## src/rtl/ps2_key_ctrl.sv

```systemverilog
// Drains the ps2_keyboard FIFO and folds E0/F0 prefixes into single key events,
// tracking the held key, a press counter and a sticky overflow flag.
module ps2_key_ctrl #(
    parameter int CNT_W     = 8,
    parameter bit REPEAT_EN = 1'b0
) (
    input  logic             clk,
    input  logic             resetn,
    input  logic             en,
    input  logic             ready,
    input  logic [7:0]       data,
    input  logic             overflow,
    output logic             nextdata_n,
    output logic             key_valid,
    output logic [7:0]       key_code,
    output logic             key_ext,
    output logic             key_break,
    output logic             key_repeat,
    output logic             key_down,
    output logic [7:0]       held_code,
    output logic             held_ext,
    output logic [CNT_W-1:0] press_cnt,
    output logic             ovf_sticky,
    input  logic             clr_ovf,
    output logic             err,
    output logic             busy
);

    typedef enum logic [1:0] {
        S_IDLE = 2'd0,
        S_POP  = 2'd1,
        S_DEC  = 2'd2
    } state_t;

    state_t           state_q;
    logic [7:0]       byte_q;
    logic             nextdata_n_q;
    logic             ext_pend_q;
    logic             brk_pend_q;
    logic             key_valid_q;
    logic [7:0]       key_code_q;
    logic             key_ext_q;
    logic             key_break_q;
    logic             key_repeat_q;
    logic             key_down_q;
    logic [7:0]       held_code_q;
    logic             held_ext_q;
    logic [CNT_W-1:0] press_cnt_q;
    logic [CNT_W-1:0] press_cnt_d;
    logic             ovf_sticky_q;
    logic             err_q;
    logic             is_bad_s;
    logic             held_match_s;

    assign press_cnt_d  = press_cnt_q + {{(CNT_W-1){1'b0}}, 1'b1};
    assign is_bad_s     = (byte_q == 8'h00) || (byte_q == 8'hFF) ||
                          (byte_q == 8'hAA) || (byte_q == 8'hFC);
    assign held_match_s = key_down_q && (held_code_q == byte_q) &&
                          (held_ext_q == ext_pend_q);

    // Handshake FSM, prefix parser, held-key tracking and overflow latch
    always_ff @(posedge clk) begin
        if (!resetn) begin
            state_q      <= S_IDLE;
            byte_q       <= 8'h00;
            nextdata_n_q <= 1'b1;
            ext_pend_q   <= 1'b0;
            brk_pend_q   <= 1'b0;
            key_valid_q  <= 1'b0;
            key_code_q   <= 8'h00;
            key_ext_q    <= 1'b0;
            key_break_q  <= 1'b0;
            key_repeat_q <= 1'b0;
            key_down_q   <= 1'b0;
            held_code_q  <= 8'h00;
            held_ext_q   <= 1'b0;
            press_cnt_q  <= '0;
            ovf_sticky_q <= 1'b0;
            err_q        <= 1'b0;
        end else begin
            key_valid_q <= 1'b0;
            err_q       <= 1'b0;
            // Set has priority over clear
            if (overflow) begin
                ovf_sticky_q <= 1'b1;
            end else if (clr_ovf) begin
                ovf_sticky_q <= 1'b0;
            end else begin
                ovf_sticky_q <= ovf_sticky_q;
            end

            case (state_q)
                S_IDLE: begin
                    if (en && ready) begin
                        byte_q       <= data;
                        nextdata_n_q <= 1'b0;
                        state_q      <= S_POP;
                    end else begin
                        nextdata_n_q <= 1'b1;
                    end
                end
                // Gap cycle: the FIFO head advances while we wait here
                S_POP: begin
                    nextdata_n_q <= 1'b1;
                    state_q      <= S_DEC;
                end
                S_DEC: begin
                    state_q <= S_IDLE;
                    if (byte_q == 8'hE0) begin
                        ext_pend_q <= 1'b1;
                    end else if (byte_q == 8'hF0) begin
                        brk_pend_q <= 1'b1;
                    end else if (is_bad_s) begin
                        err_q      <= 1'b1;
                        ext_pend_q <= 1'b0;
                        brk_pend_q <= 1'b0;
                    end else begin
                        ext_pend_q <= 1'b0;
                        brk_pend_q <= 1'b0;
                        if (brk_pend_q) begin
                            key_valid_q  <= 1'b1;
                            key_code_q   <= byte_q;
                            key_ext_q    <= ext_pend_q;
                            key_break_q  <= 1'b1;
                            key_repeat_q <= 1'b0;
                            if (held_match_s) begin
                                key_down_q <= 1'b0;
                            end else begin
                                key_down_q <= key_down_q;
                            end
                        end else if (held_match_s) begin
                            // Typematic repeat never counts as a new press
                            if (REPEAT_EN) begin
                                key_valid_q  <= 1'b1;
                                key_code_q   <= byte_q;
                                key_ext_q    <= ext_pend_q;
                                key_break_q  <= 1'b0;
                                key_repeat_q <= 1'b1;
                            end else begin
                                key_valid_q  <= 1'b0;
                            end
                        end else begin
                            key_valid_q  <= 1'b1;
                            key_code_q   <= byte_q;
                            key_ext_q    <= ext_pend_q;
                            key_break_q  <= 1'b0;
                            key_repeat_q <= 1'b0;
                            key_down_q   <= 1'b1;
                            held_code_q  <= byte_q;
                            held_ext_q   <= ext_pend_q;
                            press_cnt_q  <= press_cnt_d;
                        end
                    end
                end
                default: begin
                    state_q      <= S_IDLE;
                    nextdata_n_q <= 1'b1;
                end
            endcase
        end
    end

    assign nextdata_n = nextdata_n_q;
    assign key_valid  = key_valid_q;
    assign key_code   = key_code_q;
    assign key_ext    = key_ext_q;
    assign key_break  = key_break_q;
    assign key_repeat = key_repeat_q;
    assign key_down   = key_down_q;
    assign held_code  = held_code_q;
    assign held_ext   = held_ext_q;
    assign press_cnt  = press_cnt_q;
    assign ovf_sticky = ovf_sticky_q;
    assign err        = err_q;
    assign busy       = (state_q != S_IDLE);

endmodule

```

## config.mk

```make
export PLATFORM = sky130hd
export DESIGN_NAME = ps2_key_ctrl
export DESIGN_NICKNAME = d
export VERILOG_FILES = /design/src/rtl/ps2_key_ctrl.sv
export SDC_FILE = /design/constraint.sdc
export NUM_CORES = 1
export LEC_CHECK = 0
export ABC_AREA = 1
export ABC_CLOCK_PERIOD_IN_PS = 4600
export BUFFER_PORTS_ARGS = -buffer_cell sky130_fd_sc_hd__buf_2
export CORE_ASPECT_RATIO = 0.5
export CORE_MARGIN = 2
export CORE_UTILIZATION = 45
export DETAILED_ROUTE_END_ITERATION = 10
export PLACE_DENSITY = 0.79
export SYNTH_ARGS = -nofsm -noshare
export SYNTH_HDL_FRONTEND = slang
export SYNTH_SLANG_ARGS = --single-unit
export TNS_END_PERCENT = 1
```

## constraint.sdc

```tcl
create_clock -name clk -period 4.6 [get_ports clk]
set_input_delay 0 -clock clk [delete_from_list [all_inputs] [get_ports clk]]
set_output_delay 0 -clock clk [all_outputs]
set_load 0.02 [all_outputs]
```

# After elaboration in Yosys (flattened, before gate mapping)
# Cells that the tools add are included.
# classes
add_sub_neg	1
eq_ne	13
muxes	22
n_bitwise	7
reduce_logical	18
# op_table
cell	n
8-bit == test, second input constant	5
1-bit 2-to-1 mux	17
8-bit 2-to-1 mux	2
6-bit AND reduction	2
8-bit by 1-bit adder with 8-bit output, second input constant	1
8-bit == test	1
8-bit zero test	1
1-bit NOT	7
2-bit inequality test, second input constant	3
2-bit AND reduction	3
5-bit AND reduction	1
5-bit OR reduction	1
2-bit one-hot mux with 2 select lines	1
2-bit nonzero test	2
4-bit OR reduction	1
1-bit logical AND	3
1-bit logical OR	3
2-bit by 1-bit == test with 1-bit output, second input constant	1
2-bit == test, second input constant	1
2-bit zero test	1
2-bit 2-to-1 mux	1
2-bit by 1-bit inequality test with 1-bit output, second input constant	1
1-bit one-hot mux with 2 select lines	1
1-bit == test	1
# word_totals
register_bits	45
wordCells	77

# Depth between registers and ports, before layout
# logic_depth
depth_word	6
mapped_depth	11
mapped_depth_nobuf	11

# Least setup slack after synthesis
# OpenSTA, ideal clock, no wires.
# synth_path
path_kind	reg2reg
from	register held_code_q[6] (netlist: held_code[6])
to	register key_code_q[0] (netlist: key_code[0])
t_arrival_ps	1488
required_time_ps	4531
path_slack_ps	3043
stages_incl_launch_ff	12
synth_period_minus_slack_ps	1557
path_cell_list	dfxtp_1 -> inv_1 -> nand2_1 -> nand2_1 -> a21oi_1 -> nand2_1 -> nor2_8 -> nand2_1 -> nand3_2 -> buf_6 -> nand2_2 -> a21oi_2
# synth_between
elab_chain_len	5
# synth_lines
item	line_no	text
start, declared	46	logic [7:0] held_code_q;
start signal, assigned	149	held_code_q <= byte_q;
8-bit == test	58	assign held_match_s = key_down_q && (held_code_q == byte_q) &&
1-bit logical AND (2 in a row)	58	
2-bit inequality test (no line)	--	
5-bit AND reduction (no line)	--	
end signal, assigned	122	key_code_q <= byte_q;
end signal, assigned	135	key_code_q <= byte_q;
end signal, assigned	144	key_code_q <= byte_q;
end, declared	41	logic [7:0] key_code_q;
# Every way passes these cells.
# A chain may end at the register's enable or synchronous reset.

# Worst setup path after layout
# layout_path
from	register byte_q[1]
to	register key_ext_q (netlist: key_ext)
# layout_between
elab_chain_len	6
elab_cells_between_ends	17
cone_classes	eq/ne: 7; bitwise: 3; reduce/logical: 7
# layout_lines
item	line_no	text
start, declared	36	logic [7:0] byte_q;
start signal, assigned	95	byte_q <= data;
parallel branches: the longest is 5 deep, another holds 8-bit == test	--	
5-bit AND reduction (no line) *	--	
end signal, assigned	123	key_ext_q <= ext_pend_q;
end signal, assigned	136	key_ext_q <= ext_pend_q;
end signal, assigned	145	key_ext_q <= ext_pend_q;
end, declared	42	logic key_ext_q;
# Mark *: on every way between the ends.

==> summary.md <==
| Metric | Value |
|---|---|
| Synth Area in XOR/XNOR | 0.0291 |
| Worst Tran Pin Value | ~1000 ps |
| Clock edge transition at the registers on the reported setup and hold paths | about 80 ps |
| Effective utilization at floorplan | 0.474 |
| Root buf cell | sky130_fd_sc_hd__clkbuf_8 |
| Leftover overflow at the end of global routing | 0 |
| Warnings, synthesis | 0 |
| TritonCTS clock tree | done |
| Static leakage | 1.05 nW |
| Count of instances resized after the clock tree is built | 0 |
| Setup TNS | 0 ps |
| Area of the mapped netlist | ~2100 um^2 |
| Worst min path class | primary input to flip-flop |
| Mapped Cells | roughly 280 |
| H-tree level count | 2 |
| Worst Path Required | approximately 4700 ps |
| Final setup viols | 0 |
| Via count of the first global-routing pass | around 1.8k |
| Last weighted congestion value of the routability-driven placer | between 0.9 and 1 |
| Max VDD drop | around 0.00012 V |
| Post-synthesis net count | approximately 300 |
| Global-route wire length before repair | between 8 and 9 mm |
| Share of final-layout standard cells stronger than drive strength 1 | 0.274 |
| Horizontal die dimension | 101 um |
| Wire length per cell after detailed routing | 12.9 um |
| Number of unique standard cell types used by synthesis | 30 |
| Power density of the placed cells | 299 nW/um^2 |
| Synth Area in Compound Gates | 0.137 |
| Seq cells post-synth | 44 |
| Slew Limit Headroom | 0.300 |
| Post-route clock period utilization | 0.437 |
| Clock buffers created by TritonCTS | 5 |
| Final wirelength | 4.99 mm |
| Layout overhead on the synthesized area | 18.0% |
| FMAX | between 400 and 500 MHz |
| Status | completed |
| Count of input and output buffers | 46 |
| Boundary pin count | 48 |
| Floorplan die area | ~5300 um^2 |
| Area of placed instances | 2320 um^2 |
| Dominant combinational cell family by area after synthesis | simple AND/OR/NAND/NOR gates |
| Rows | 17 |
| Total number of vias | 2,002 |
| Fraction of the mapped netlist area in simple logic gates | 0.313 |
| CTS sink cnt | 44 |
| Number of detailed-routing iterations run before antenna repair | 4 |
| Number of buffers between clock root and the deepest sink | 2 |
| Final hold viol count | 0 |
| Hold WS | approximately 1.5 ps |
| Layout Nets | roughly 340 |
| Clock period minus final worst setup slack | 2010 ps |
| Chip Height | roughly 52 um |
| Cell area after layout | around 2500 um^2 |
| Post-synthesis adder-cell area fraction | 0.00594 |
| Mux share of post-synthesis cell area | 0 |
| Antenna-violating nets left | 0 |
| Critical setup path kind | flip-flop to flip-flop |
| DRC violation count after routing | 0 |
| Kind of start point of the critical path | flip-flop |
| Worst Setup End Kind | flip-flop |
| Placeable Area | between 4000 and 5000 um^2 |
| Clock network latency to the later pin of the worst-skew pair | ~300 ps |
| Inserted Diodes | 0 |
| Largest net degree at the start of global routing | 35 |
| Post-DP HPWL | 3.53 mm |
| Post-route total power | 0.000742 W |
| Mapped Avg Cell Area | 7.49 um^2 |
| Fin Clk Skew | between 10 and 15 ps |
| Number of antenna violations at the first check in global routing | 0 |
| Global-route usage over all layers | 0.202 |
| Sequential-to-total area share from yosys stat | 0.418 |
| Post-Route Utilization | 0.559 |
| # Max-Cap Violations | 0 |
| Initial detailed-routing violation count | around 140 |
| Routed via count divided by cell count | 5.19 |
| Data arrival time of the critical path | 2150 ps |
| Total count of max-transition violations in the final report | 0 |
| Highest net fanout along the worst path | 20 |
| Unrepaired setup endpoints after global routing | false |
-- area by class of cell --
class	count	area, um^2
clock buffer	7	86.3
clock inverter	1	7.51
fill	408	1960
inverter	30	113
multi-input combinational	194	1030
sequential	44	881
tap	57	71.3
timing repair buffer	53	300
-- final timing paths --
| check | from | end | slack, ps | depth (start not counted) |
|---|---|---|---|---|
| worst min register to register | state_q[1] | state_q[1] | 470 | 1 |
| worst max register to register | byte_q[1] | key_ext | 2590 | 9 |
| worst max-delay path | byte_q[1] | key_ext | 2590 | 9 |
| worst min-delay path | data[3] | byte_q[3] | 2 | 3 |
-- synthesized netlist by cell type (all sizes together) --
library cell / count / area (um^2)
o21ai: 9 / 45.0
xor2: 3 / 26.3
a21oi: 40 / 238
o22ai: 1 / 6.26
nand4: 2 / 12.5
ha: 1 / 12.5
clkbuf: 4 / 15.0
nand3b: 1 / 7.51
nor3: 4 / 20.0
conb: 1 / 3.75
nor2: 23 / 129
xnor2: 4 / 35.0
dfxtp: 44 / 881
clkinv: 1 / 3.75
inv: 29 / 109
buf: 9 / 71.3
nand3: 35 / 190
and3: 1 / 11.3
nand2: 69 / 289
-- critical path: stages (launching register included) --
cell	delay, ps
sky130_fd_sc_hd__dfxtp_1	460
sky130_fd_sc_hd__inv_2	90
sky130_fd_sc_hd__nand2_2	90
sky130_fd_sc_hd__inv_2	40
sky130_fd_sc_hd__nand3_1	80
sky130_fd_sc_hd__nand4_1	150
sky130_fd_sc_hd__inv_2	340
sky130_fd_sc_hd__nand3_2	370
sky130_fd_sc_hd__nand2_2	170
sky130_fd_sc_hd__a21oi_2	60
-- cell families after synthesis --
logic type | after synthesis
other | 1
AND/OR/NAND/NOR | 135
adder cells (fa/ha/maj) | 1
AO/OA/AOI/OAI | 50
XOR/XNOR | 7
flip-flops | 44
buffers and inverters | 43
-- through the flow --
| step | worst slack, ps | cells |
|---|---|---|
| final | 2590 | 386 |
| after global placement | 2730 | 371 |
| after detailed placement | 2660 | 371 |
| after CTS | 2620 | 386 |
| after global routing | 2420 | 386 |
| after floorplan | 3040 | 281 |
-- cell usage in the layout, fill, tap and decap left out, types with 2 or more instances in the layout --
master	instances
sky130_fd_sc_hd__a21oi_1	30
sky130_fd_sc_hd__a21oi_2	10
sky130_fd_sc_hd__buf_2	46
sky130_fd_sc_hd__clkbuf_8	6
sky130_fd_sc_hd__dfxtp_1	44
sky130_fd_sc_hd__dlygate4sd3_1	7
sky130_fd_sc_hd__inv_1	20
sky130_fd_sc_hd__inv_2	9
sky130_fd_sc_hd__nand2_1	59
sky130_fd_sc_hd__nand2_2	9
sky130_fd_sc_hd__nand3_1	32
sky130_fd_sc_hd__nand3_2	3
sky130_fd_sc_hd__nand4_1	2
sky130_fd_sc_hd__nor2_1	19
sky130_fd_sc_hd__nor2_8	2
sky130_fd_sc_hd__nor3_1	4
sky130_fd_sc_hd__o21ai_0	9
sky130_fd_sc_hd__xnor2_1	4
sky130_fd_sc_hd__xor2_1	3
-- timing repair --
action,4_1_cts,5_1_grt
setup buffers,0,0
setup endpoints to repair,0,0
hold endpoints to repair,6,0
hold buffers,7,0
-- flip-flops by register name, indices dropped and copies added, names as in the netlist, 2 cells and up --
| signal | cells |
|---|---|
| byte_q | 8 |
| held_code | 8 |
| key_code | 8 |
| press_cnt | 8 |
| state_q | 2 |
-- per-layer routing --
| metal | vias to the layer above | global-route usage | wire [um] |
|---|---|---|---|
| met5 | - | 0 | 0 |
| met4 | 0 | 0.0913 | 76 |
| met3 | 9 | 0.0480 | 389 |
| met2 | 73 | 0.319 | 2280 |
| met1 | 924 | 0.265 | 2250 |
| li1 | 996 | - | - |
-- where the power goes --
part / total (W) / leakage [nW] / switching (W) / internal, W
clock: 0.000252 / 0.0445 / 0.000130 / 0.000122
sequential: 0.000402 / 0.357 / 0.0000119 / 0.000390
combinational: 0.0000887 / 0.652 / 0.0000616 / 0.0000271
Power figures use the tool's default switching activity.
